$ cat src/rtl/btn_debounce.sv
// btn_debounce
// Push-button conditioning for the LED pattern logic. Each channel
// synchronises its raw pin to CLK and filters contact bounce. It then
// emits a clean level plus single-cycle press, release, short-click and
// long-press events.
//
// Ports
//   CLK          system clock, all state changes on the rising edge
//   RST          asynchronous active-high reset
//   BTN_RAW      raw asynchronous pins (polarity set by ACTIVE_LOW)
//   BTN_LEVEL    debounced level, 1 = pressed
//   BTN_PRESS    1-cycle pulse in the cycle BTN_LEVEL first reads 1
//   BTN_RELEASE  1-cycle pulse in the cycle BTN_LEVEL first reads 0
//   BTN_SHORT    1-cycle pulse with RELEASE when no long event fired
//   BTN_LONG     1-cycle pulse once per press, LONG_CYCLES-1 edges after PRESS
module btn_debounce #(
  parameter int N_BTN       = 3,
  parameter bit ACTIVE_LOW  = 1'b1,
  parameter int DEB_CYCLES  = 120000,
  parameter int LONG_CYCLES = 6000000
) (
  input  logic             CLK,
  input  logic             RST,
  input  logic [N_BTN-1:0] BTN_RAW,
  output logic [N_BTN-1:0] BTN_LEVEL,
  output logic [N_BTN-1:0] BTN_PRESS,
  output logic [N_BTN-1:0] BTN_RELEASE,
  output logic [N_BTN-1:0] BTN_SHORT,
  output logic [N_BTN-1:0] BTN_LONG
);

  localparam int DW = $clog2(DEB_CYCLES);
  localparam int HW = $clog2(LONG_CYCLES);

  localparam logic [DW-1:0] DEB_LAST  = DW'(DEB_CYCLES - 1);
  localparam logic [HW-1:0] HOLD_LAST = HW'(LONG_CYCLES - 1);
  localparam logic [HW-1:0] HOLD_PRE  = HW'(LONG_CYCLES - 2);

  typedef enum logic [1:0] {
    ST_UP   = 2'd0,
    ST_DOWN = 2'd1,
    ST_LONG = 2'd2
  } state_e;

  for (genvar i = 0; i < N_BTN; i++) begin : g_ch
    logic          s1_q, s2_q;
    logic          level_q, level_d;
    logic [DW-1:0] cnt_q, cnt_d;
    logic [HW-1:0] hold_q, hold_d;
    state_e        state_q, state_d;
    logic          press_q, press_d;
    logic          rel_q, rel_d;
    logic          short_q, short_d;
    logic          long_q, long_d;
    logic          rise, fall;

    // Debounce: the level flips only after DEB_CYCLES consecutive cycles in
    // which the synchronised input disagrees with it. rise/fall mark the edge
    // on which that flip is registered, so events line up with BTN_LEVEL.
    always_comb begin
      level_d = level_q;
      cnt_d   = cnt_q;
      rise    = 1'b0;
      fall    = 1'b0;
      if (s2_q == level_q) begin
        cnt_d = '0;
      end else if (cnt_q == DEB_LAST) begin
        level_d = ~level_q;
        cnt_d   = '0;
        rise    = ~level_q;
        fall    = level_q;
      end else begin
        cnt_d = cnt_q + DW'(1);
      end
    end

    // Press FSM. In DOWN a fall is checked before the long threshold so a
    // release landing on the threshold cycle is reported as a short click.
    always_comb begin
      state_d = state_q;
      hold_d  = hold_q;
      press_d = 1'b0;
      rel_d   = 1'b0;
      short_d = 1'b0;
      long_d  = 1'b0;
      case (state_q)
        ST_UP: begin
          if (rise) begin
            press_d = 1'b1;
            hold_d  = '0;
            state_d = ST_DOWN;
          end
        end
        ST_DOWN: begin
          if (fall) begin
            rel_d   = 1'b1;
            short_d = 1'b1;
            state_d = ST_UP;
          end else if (hold_q == HOLD_PRE) begin
            long_d  = 1'b1;
            hold_d  = HOLD_LAST;
            state_d = ST_LONG;
          end else begin
            hold_d = hold_q + HW'(1);
          end
        end
        ST_LONG: begin
          // hold counter frozen here: one long event per press
          if (fall) begin
            rel_d   = 1'b1;
            state_d = ST_UP;
          end
        end
        default: state_d = ST_UP;
      endcase
    end

    always_ff @(posedge CLK or posedge RST) begin
      if (RST) begin
        s1_q    <= 1'b0;
        s2_q    <= 1'b0;
        level_q <= 1'b0;
        cnt_q   <= '0;
        hold_q  <= '0;
        state_q <= ST_UP;
        press_q <= 1'b0;
        rel_q   <= 1'b0;
        short_q <= 1'b0;
        long_q  <= 1'b0;
      end else begin
        s1_q    <= BTN_RAW[i] ^ ACTIVE_LOW;
        s2_q    <= s1_q;
        level_q <= level_d;
        cnt_q   <= cnt_d;
        hold_q  <= hold_d;
        state_q <= state_d;
        press_q <= press_d;
        rel_q   <= rel_d;
        short_q <= short_d;
        long_q  <= long_d;
      end
    end

    assign BTN_LEVEL[i]   = level_q;
    assign BTN_PRESS[i]   = press_q;
    assign BTN_RELEASE[i] = rel_q;
    assign BTN_SHORT[i]   = short_q;
    assign BTN_LONG[i]    = long_q;
  end

endmodule

$ cat config.mk
export PLATFORM = sky130hd
export DESIGN_NAME = btn_debounce
export DESIGN_NICKNAME = d
export VERILOG_FILES = /design/src/rtl/btn_debounce.sv
export SDC_FILE = /design/constraint.sdc
export NUM_CORES = 1
export LEC_CHECK = 0
export ABC_CLOCK_PERIOD_IN_PS = 4500
export BUFFER_PORTS_ARGS = -buffer_cell sky130_fd_sc_hd__buf_2
export CAP_MARGIN = 20
export CORE_AREA = 2 2 110 139
export CTS_CLUSTER_SIZE = 12
export DETAILED_ROUTE_END_ITERATION = 12
export DIE_AREA = 0 0 112 141
export GPL_ROUTABILITY_DRIVEN = 1
export HOLD_SLACK_MARGIN = 0.03
export PLACE_DENSITY = 0.79
export SKIP_LAST_GASP = 1
export SLEW_MARGIN = 5
export SYNTH_ARGS = -nofsm -noshare
export SYNTH_HDL_FRONTEND = slang
export SYNTH_SLANG_ARGS = --single-unit
$ cat constraint.sdc
create_clock -name CLK -period 4.5 [get_ports CLK]
set_clock_uncertainty 0.2 [all_clocks]
set_input_delay 0.225 -clock CLK [delete_from_list [all_inputs] [get_ports CLK]]
set_output_delay 0.225 -clock CLK [all_outputs]
set_load 0.02 [all_outputs]
Word level (Yosys, flattened, before mapping)
Index checks and enable logic that the tools add are counted.
{ "classes": {"n_addsub": 6, "eq_ne": 27, "n_mux": 69, "bitwise_logic": 9, "reduce_logical": 18} }
{ "op_table": {"columns": ["op", "n"], "rows": [
  ["2-to-1 mux 23 bit", 9],
  ["one-hot mux 23 bit (2 select lines)", 3],
  ["2-to-1 mux 17 bit", 6],
  ["adder 23 x 1 -> 23 bit, second input constant", 3],
  ["== test 23 bit, second input constant", 3],
  ["adder 17 x 1 -> 17 bit, second input constant", 3],
  ["== test 17 bit, second input constant", 3],
  ["2-to-1 mux 1 bit", 36],
  ["2-to-1 mux 2 bit", 12],
  ["!= test 2 bit, second input constant", 9],
  ["one-hot mux 2 bit (3 select lines)", 3],
  ["AND reduction 3 bit", 6],
  ["!= test 3 bit, second input constant", 3],
  ["inverter 1 bit", 9],
  ["== test 2 x 1 -> 1 bit, second input constant", 3],
  ["== test 2 bit, second input constant", 3],
  ["zero test 2 bit", 3],
  ["AND reduction 2 bit", 3],
  ["nonzero test 2 bit", 3],
  ["OR reduction 2 bit", 3],
  ["== test 1 bit", 3]
]} }
{ "totals": {"ff_bits": 147, "elab_cells": 159} }

Longest topological paths before layout
Gate-level depths: netlist of run 1.
{ "logic_depth": {"depth_word": 5, "ltp_mapped": 10, "mapped_depth_nobuf": 8} }

Worst setup path after synthesis of run 1
No wires, ideal clock.
{ "synth_path": {"path_kind": "register to register", "from": "register g_ch[2].hold_q[12]", "to": "register g_ch[2].state_q[0]", "setup_ns": 0.121, "arrival_ns": 2.278, "t_required_ns": 4.179, "path_slack_ns": 1.901, "path_stages_with_launch": 8, "n_path_buf": 1, "period_less_slack_ns": 2.599, "cell_sequence": "dfrtp_1 -> or4b_1 -> or3_4 -> or4_4 -> buf_6 -> a21oi_2 -> o21bai_1 -> a22o_1"} }
{ "synth_between": {"elab_chain_len": 3} }
{ "synth_rtl": {"columns": ["item", "line", "text"], "rows": [
  ["start, declared", "49", "logic [HW-1:0] hold_q, hold_d;"],
  ["start signal, assigned", "135", "hold_q <= hold_d;"],
  ["== test 23 bit", "99", "end else if (hold_q == HOLD_PRE) begin"],
  ["!= test 3 bit (no source line)", null, null],
  ["AND reduction 3 bit (no source line)", null, null],
  ["end signal, assigned", "136", "state_q <= state_d;"],
  ["end, declared", "50", "state_e state_q, state_d;"]
]} }
Every way passes these cells.
A chain may end at the register's enable or synchronous reset.

Worst setup path after layout of run 1
{ "layout_path": {"from": "register g_ch[1].cnt_q[0]", "to": "register g_ch[1].hold_q[12]"} }
{ "layout_between": {"elab_chain_len": 5, "word_cells_on_any_way": 8, "classes_between": "eq/ne (3); mux (4); reduce/logical (1)"} }
{ "layout_rtl": {"columns": ["item", "line", "text"], "rows": [
  ["start, declared", "48", "logic [DW-1:0] cnt_q, cnt_d;"],
  ["start signal, assigned", "134", "cnt_q <= cnt_d;"],
  ["== test 17 bit *", "67", "end else if (cnt_q == DEB_LAST) begin"],
  ["2-to-1 mux 1 bit", "67", null],
  ["2-to-1 mux 1 bit", "65", "if (s2_q == level_q) begin"],
  ["!= test 2 bit (no source line)", null, null],
  ["AND reduction 3 bit (no source line) *", null, null],
  ["end signal, assigned", "135", null],
  ["end, declared", "49", null]
]} }
Every way passes the cells marked *; elsewhere a longest branch is shown, timed or not.

==> results.md, run 1 <==
* Status: complete, no violations
* Post-synth top area cell: dfrtp_1
* Total Routing Usage GR at 23.02%
* Seq cells post-synth at 147
* Slew of the pin with the lowest slew margin at 946.0 ps
* Pwr dens at 326.5 nW/µm²
* LEAKAGE at 0.003815 µW
* Boundary Pins at 20
* Antenna-violating nets left at 0
* Final Critical Period at 2999 ps
* Max Root-Sink Buffers at 2
* Routed wire length per instance at 15.50 µm
* DR pass1 iterations at 5
* Initial antenna violation count at 0
* EDFF count, synth at 0
* Vias per cell at 6.019
* RSZ-0062 raised after global routing: no
* Fin nets at 949
* R2r setup slk at 1500 ps
* Hold Path End: g_ch[2].s2_q
* CTS H-tree lvls at 4
* Syn avg cell area at 8.865 µm²
* Slowest cell delay on critical path at 520 ps
* Clock power share at 52.5%
* Die width at 112 µm
* Post-Synthesis Cells at 919
* RR Startpoint: g_ch[1].cnt_q[0]
* Total CTS buffers at 17
* Setup violations, final at 0
* Area growth from synthesis to layout at 10.57%
* Grt met1 use at 28.26%
* Worst-path clk slew at 60 ps
* Synth warnings at 0
* Sequential power share at 45.6%
* Diodes inserted at 0
* Peak Freq at 333.4 MHz
* Most used routing layer: met2
* CP arrival at 3110 ps
* Critical path fanouts, max at 28
* First-pass GRT wire length at 30.19 mm
* Mapped Area at 8147 µm²
* Clk sinks at 147
* Syn nets at 942
* Routability congestion estimate from global placement at 0.9189
* Largest net degree at the start of global routing at 59
* Resize count post-CTS at 0
* Reg2Reg Depth at 7
* Int Pwr at 2328 µW
* Sw Share at 20.83%
* Met3 usage at 4.729%
* Total core area at 14640 µm²
* Crit Reg-Reg Endpoint: g_ch[1].hold_q[12]
* CTS tree: done
* Worst hold stages at 0
* DRT iter0 DRCs at 362
* Die Ht at 141 µm
* Setup TNS at 0 ps
* Worst EP required at 4620 ps
* Seq/Total Area, Yosys at 45.15%
* Hpwl dp at 11.59 mm
* Critical hold path startpoint: g_ch[2].s1_q
* Ys flop type: dfrtp_1
* Fin crit share at 66.64%
* Synth top area share at 45.15%
* DRC at 0
* Die footprint at 15790 µm²
* Crit path buffers/inverters at 0
* Root buf cell: clkbuf_16
* Setup WS pre-CTS at 1446 ps
* Max-Cap Viols at 0
* Hold Vio Cnt, Final at 0
* Num rows at 50
* Fin. max-slew vios at 0
* WL final at 17.38 mm
* Setup ws final at 1501 ps
* FFs w/ async S/R, synth at 100.0%
* Multi-input gate area at 4079 µm²
* Register Area at 3679 µm²
* VDD IR max at 0.2784 mV
* Grt total ovfl at 0
* Number of global-route vias before repair at 6581
* Share of layout cells above drive strength 1 at 8.200%
* Clk_lat worst skew at 430 ps
* CP Capture Type: flip-flop
* CP Class: flip-flop to flip-flop
* Critical path's top delay family: simple AND/OR/NAND/NOR gates
* Worst-path cell chain: ha_1 > and4_1 > nand4_1 > nor3_2 > and3b_1 > nand2b_1 > o41ai_1
* Comb power frac at 1.9%
* Met2 Usage GRT at 40.06%
* I/O Buffers at 19
* Fillers at 1255
* Starting Density at 55.65%
* Slew HR at 36.35%
* Critical Path Start Type: flip-flop
* Post-synth cell types at 70
* Net Sw Power at 612.5 µW
* Synth top area cells: dfrtp_1, nor2_1, o21ai_0
* Critical path's slowest cell: and3b_1
* DR vias at 6747
* Worst Hold Class: flip-flop to flip-flop
layout by cell type, fill, tap and decap left out, types with 5 or more instances in the layout:
cell	n
xor2_1	23
o2bb2ai_1	5
buf_4	10
clkbuf_16	17
nor4_1	11
nor2_1	142
ha_1	18
bufinv_16	5
or3_1	11
buf_2	19
nand2_1	82
o21ai_0	74
xnor2_1	22
o22ai_1	5
nor2b_1	7
a31oi_1	5
nor3_1	16
nand3_1	51
o31ai_1	6
nor4b_1	5
inv_1	40
a22o_1	6
o21bai_1	6
and3_1	32
dfrtp_1	147
a21oi_1	20
and4_1	11
o211ai_1	21
nand4_1	29
state kept, by name (all words and copies together), names as in the netlist:
name,flops
g_ch.press_q,3
g_ch.state_q,6
g_ch.s2_q,3
g_ch.hold_q,69
g_ch.level_q,3
g_ch.rel_q,3
g_ch.cnt_q,51
g_ch.long_q,3
g_ch.s1_q,3
g_ch.short_q,3
per-stage QoR:
step	hold WS (ps)	cell area, µm²	power [µW]	utilization, %	cells
global route	160.8	9007	3030	61.53	1121
global placement	117.4	8307	1418	56.74	1083
detailed placement	125.0	8318	1420	56.82	1084
CTS	150.8	9000	2969	61.48	1120
finish	148.9	9007	2941	61.53	1121
floorplan	84.41	8147	1401	-	919
cell type report:
| cell class | count | share of cell area [%] |
|---|---|---|
| clock inverters | 13 | 2.320 |
| clock buffers | 19 | 4.806 |
| multi-input cells | 685 | 45.28 |
| inverters | 41 | 1.764 |
| repair buffers | 34 | 2.459 |
| flip-flops and latches | 147 | 40.84 |
| well taps | 182 | 2.528 |
cell families after synthesis:
kind of cell	synth area share (%)
buffers and inverters	4.838
flip-flops	45.15
XOR/XNOR	4.838
multiplexers	0.1229
AND/OR/NAND/NOR	27.41
AO/OA/AOI/OAI	14.87
adder cells (fa/ha/maj)	2.765
synth_stat cells, drive strengths merged, types with 11 or more instances:
cell type	count
dfrtp	147
xnor2	22
and3	32
inv	41
ha	18
clkbuf	27
xor2	23
nand2	82
nand3	51
nor2	142
o21ai	78
a21oi	21
and4	11
o211ai	21
nor3	19
nor4	13
or3	12
buf	19
nand4	30
worst max-delay path by stage:
stage	from	endpoint	slack, ps	cells after the start
3_3_place_gp	g_ch[0].cnt_q[8]	g_ch[0].hold_q[11]	1570	5
3_5_place_dp	g_ch[0].cnt_q[8]	g_ch[0].hold_q[17]	1450	5
6_report	g_ch[1].cnt_q[0]	g_ch[1].hold_q[12]	1500	7
4_1_cts	g_ch[0].cnt_q[8]	g_ch[0].hold_q[15]	1430	5
5_1_grt	g_ch[1].cnt_q[8]	g_ch[1].hold_q[12]	1130	6
2_1_floorplan	RST	g_ch[0].cnt_q[0]	120	1
power by group through the flow:
stage | Combinational (µW) | Sequential, µW | Clock [µW]
6_report | 56.0 | 1340 | 1540
5_1_grt | 66.5 | 1340 | 1620
4_1_cts | 58.8 | 1340 | 1570
3_5_place_dp | 56.0 | 1360 | 0
3_3_place_gp | 53.9 | 1360 | 0
2_1_floorplan | 38.6 | 1360 | 0
metal layers:
layer,share of wire (%),up-vias
met2,50,159
met3,4.2,34
met5,0,-
li1,-,3285
met1,43,3269
met4,2.0,0
repair_timing:
| action | 4_1_cts | 5_1_grt |
|---|---|---|
| endpoints found under the hold margin | 59 | 0 |
| buffers inserted | 0 | 0 |
| hold buffers | 4 | 0 |
Note: power is estimated with default switching activity, not from simulation.
==> run 2: changes to the inputs <==
--- a/config.mk
+++ b/config.mk
@@ -5,13 +5,14 @@
 export SDC_FILE = /design/constraint.sdc
 export NUM_CORES = 1
 export LEC_CHECK = 0
-export ABC_CLOCK_PERIOD_IN_PS = 4500
+export ABC_AREA = 1
+export ABC_CLOCK_PERIOD_IN_PS = 3000
 export BUFFER_PORTS_ARGS = -buffer_cell sky130_fd_sc_hd__buf_2
 export CAP_MARGIN = 20
-export CORE_AREA = 2 2 110 139
+export CORE_AREA = 2 2 114 144
 export CTS_CLUSTER_SIZE = 12
 export DETAILED_ROUTE_END_ITERATION = 12
-export DIE_AREA = 0 0 112 141
+export DIE_AREA = 0 0 116 146
 export GPL_ROUTABILITY_DRIVEN = 1
 export HOLD_SLACK_MARGIN = 0.03
 export PLACE_DENSITY = 0.79
==> constraint.sdc (replaced) <==
create_clock -name CLK -period 3 [get_ports CLK]
set_clock_uncertainty 0.2 [all_clocks]
set_input_delay 0.15 -clock CLK [delete_from_list [all_inputs] [get_ports CLK]]
set_output_delay 0.15 -clock CLK [all_outputs]
set_load 0.02 [all_outputs]
==> results.md, run 2 <==
* Die Ht at 146 µm (+3.5%)
* VDD IR max at 0.3978 mV (+43%)
* Resize count post-CTS at 0 (unchanged)
* Critical path's slowest cell: ha_1
* Routed wire length per instance at 12.67 µm (-18%)
* Final Critical Period at 2235 ps (-763.6 ps)
* DR vias at 7984 (+18%)
* Crit path buffers/inverters at 1 (+1)
* Seq/Total Area, Yosys at 39.88% (-5.3 points)
* DR pass1 iterations at 5 (unchanged)
* Fin util at 64.95% (+3.4 points)
* Setup violations, final at 0 (unchanged)
* CP arrival at 2330 ps (-780 ps)
* DRT iter0 DRCs at 496 (+37%)
* DRC at 0 (unchanged)
* Synth warnings at 0 (unchanged)
* Setup TNS at 0 ps (unchanged)
* Slew HR at 62.68% (+26 points)
* Starting Density at 59.74% (+4.1 points)
* Top post-synthesis cells by count: nand2_1, nor2_1, dfrtp_1, inv_1, nand3_1
* Max reg flops at 69 (unchanged)
* Die footprint at 16940 µm² (+7.2%)
* Largest Register: g_ch.hold_q
* Slowest cell delay on critical path at 500 ps (-20 ps)
* Critical Path Start Type: flip-flop
* Total power at 4288 µW (+46%)
* Syn avg cell area at 7.107 µm² (-20%)
* CTS tree: done
* Peak Freq at 447.4 MHz (+34%)
* Synth top area cells: dfrtp_1, nand2_1, nor2_1
* Multi-input gate area at 4810 µm² (+18%)
* Max Root-Sink Buffers at 2 (unchanged)
* CTS H-tree lvls at 4 (unchanged)
* Hold-fix buffers, CTS at 4 (unchanged)
* First-pass GRT wire length at 34.12 mm (+13%)
* Fin. max-slew vios at 0 (unchanged)
* I/O Buffers at 19 (unchanged)
* Grt total ovfl at 0 (unchanged)
* Hpwl dp at 13.97 mm (+21%)
* Worst-path clk slew at 70 ps (about the same)
* Number of global-route vias before repair at 7694 (+17%)
* Ys flop type: dfrtp_1
* Routability congestion estimate from global placement at 0.9513 (+3.5%)
* Syn nets at 1321 (+40%)
* Worst Hold Class: primary input to asynchronous set/reset pin
* Area growth from synthesis to layout at 8.721%
* Clk sinks at 147 (unchanged)
* RSZ-0062 raised after global routing: no
* CP Class: flip-flop to flip-flop
* Most frequent cells in the layout: nand2_1, nor2_1, dfrtp_1
* FFs w/ async S/R, synth at 100.0% (unchanged)
* Worst hold slack at 113.8 ps (-35.04 ps)
* Post-Synthesis Cells at 1298 (+41%)
* Num rows at 51 (+2.0%)
* Mapped Area at 9225 µm² (+13%)
* Pwr dens at 427.5 nW/µm² (+31%)
* Slew of the pin with the lowest slew margin at 557.9 ps (-388.1 ps)
* Largest registers: g_ch.hold_q: 69 flops, g_ch.cnt_q: 51 flops, g_ch.state_q: 6 flops
* Commonest non-fill, non-tap cell in the layout: nand2_1
* Seq cells post-synth at 147 (unchanged)
* Critical path's top delay family: simple AND/OR/NAND/NOR gates
* Total CTS buffers at 17 (unchanged)
* Hold Vio Cnt, Final at 0 (unchanged)
* Antenna-violating nets left at 0 (unchanged)
* Max-Cap Viols at 0 (unchanged)
* Vias per cell at 5.184 (-14%)
* Fin nets at 1338 (+41%)
* Worst-path cell chain: inv_1 > ha_1 > nand2_1 > nand2_2 > nand2_2 > nand2_1 > o21ai_1
* Diodes inserted at 0 (unchanged)
* Share of layout cells above drive strength 1 at 8.584% (+0.38 points)
* Register Area at 3679 µm² (unchanged)
* Post CTS Setup Buffer Count at 0 (unchanged)
* Critical path fanouts, max at 32 (+14%)
* Total core area at 15440 µm² (+5.5%)
* Boundary Pins at 20 (unchanged)
* Post-synth cell types at 40 (-43%)
* Most common cell in the netlist: nand2_1
* Post-synth top area cell: dfrtp_1
* WL final at 19.51 mm (+12%)
* Root buf cell: clkbuf_16
* Status: complete, no violations
* LEAKAGE at 0.004642 µW (+22%)
* EDFF count, synth at 0 (unchanged)
* Fillers at 1372 (+9.3%)
* Worst EP required at 3090 ps (-1530 ps)
* Largest net degree at the start of global routing at 92 (+56%)
* CP Capture Type: flip-flop
* Total Routing Usage GR at 24.56% (+1.5 points)
* Die width at 116 µm (+3.6%)
* Clk_lat worst skew at 430 ps (about the same)
* Initial antenna violation count at 0 (unchanged)
* Fin crit share at 74.51% (+7.9 points)
* Synth top area share at 39.88% (-5.3 points)
run 2: changes by cell type after synthesis, sizes merged, moves of 21 or more:
cell,change
nand2,+386
inv,+87
nor2,+80
o21ai,-53
nand3,+33
and3,-31
clkbuf,-25
o211ai,-21
run 2: cell families (layout without fill, tap and decap cells):
| kind of cell | Yosys count | count (layout) | share of synthesized area, % |
|---|---|---|---|
| AO/OA/AOI/OAI | 46 | 46 | 2.604 |
| XOR/XNOR | 61 | 61 | 5.791 |
| adder cells (fa/ha/maj) | 18 | 18 | 2.441 |
| buffers and inverters | 159 | 189 | 7.989 |
| flip-flops | 147 | 147 | 39.88 |
| AND/OR/NAND/NOR | 867 | 867 | 41.30 |
run 2: final timing paths:
| path | cells past startpoint | slack (ps) | start | endpoint |
|---|---|---|---|---|
| max | 7 | 760 | g_ch[2].state_q[1] | g_ch[2].hold_q[3] |
| min | 3 | 110 | RST | g_ch[1].cnt_q[10] |
| max reg2reg | 7 | 760 | g_ch[2].state_q[1] | g_ch[2].hold_q[3] |
| min reg2reg | 0 | 150 | g_ch[1].s1_q | g_ch[1].s2_q |
| max in group asynchronous | 4 | 1670 | RST | g_ch[2].cnt_q[3] |
| min in group CLK | 0 | 150 | g_ch[1].s1_q | g_ch[1].s2_q |
run 2: tightest hold or removal path: stages:
cell	delay, ps
dlygate4sd3_1	530
buf_2	130
clkinvlp_4	360
run 2: cell type report:
class | count | area share (%)
Clock buffer | 17 | 4.242
Clock inverter | 15 | 1.809
Inverter | 130 | 4.903
Multi-Input combinational cell | 992 | 47.95
Sequential cell | 147 | 36.68
Tap cell | 212 | 2.645
Timing Repair Buffer | 27 | 1.771
run 2: metal layers:
| metal | global-route usage [%] | routed length, µm |
|---|---|---|
| met5 | 0 | 0 |
| met4 | 10.42 | 577 |
| met3 | 4.082 | 608 |
| met2 | 40.64 | 9618 |
| met1 | 31.69 | 8704 |
run 2: stage by stage:
step	cell area [µm²]	setup slack (ps)	instances
after floorplan	9229	803.0	1298
after global placement	9383	896.5	1504
after detailed placement	9383	751.6	1504
after CTS	10030	769.6	1540
after global routing	10030	523.5	1540
final	10030	764.7	1540
run 2: report_power, final:
group	internal [µW]	total, µW	switching, µW
Combinational	23.1	88.6	65.5
Sequential	2000	2010	9.53
Clock	1270	2190	929
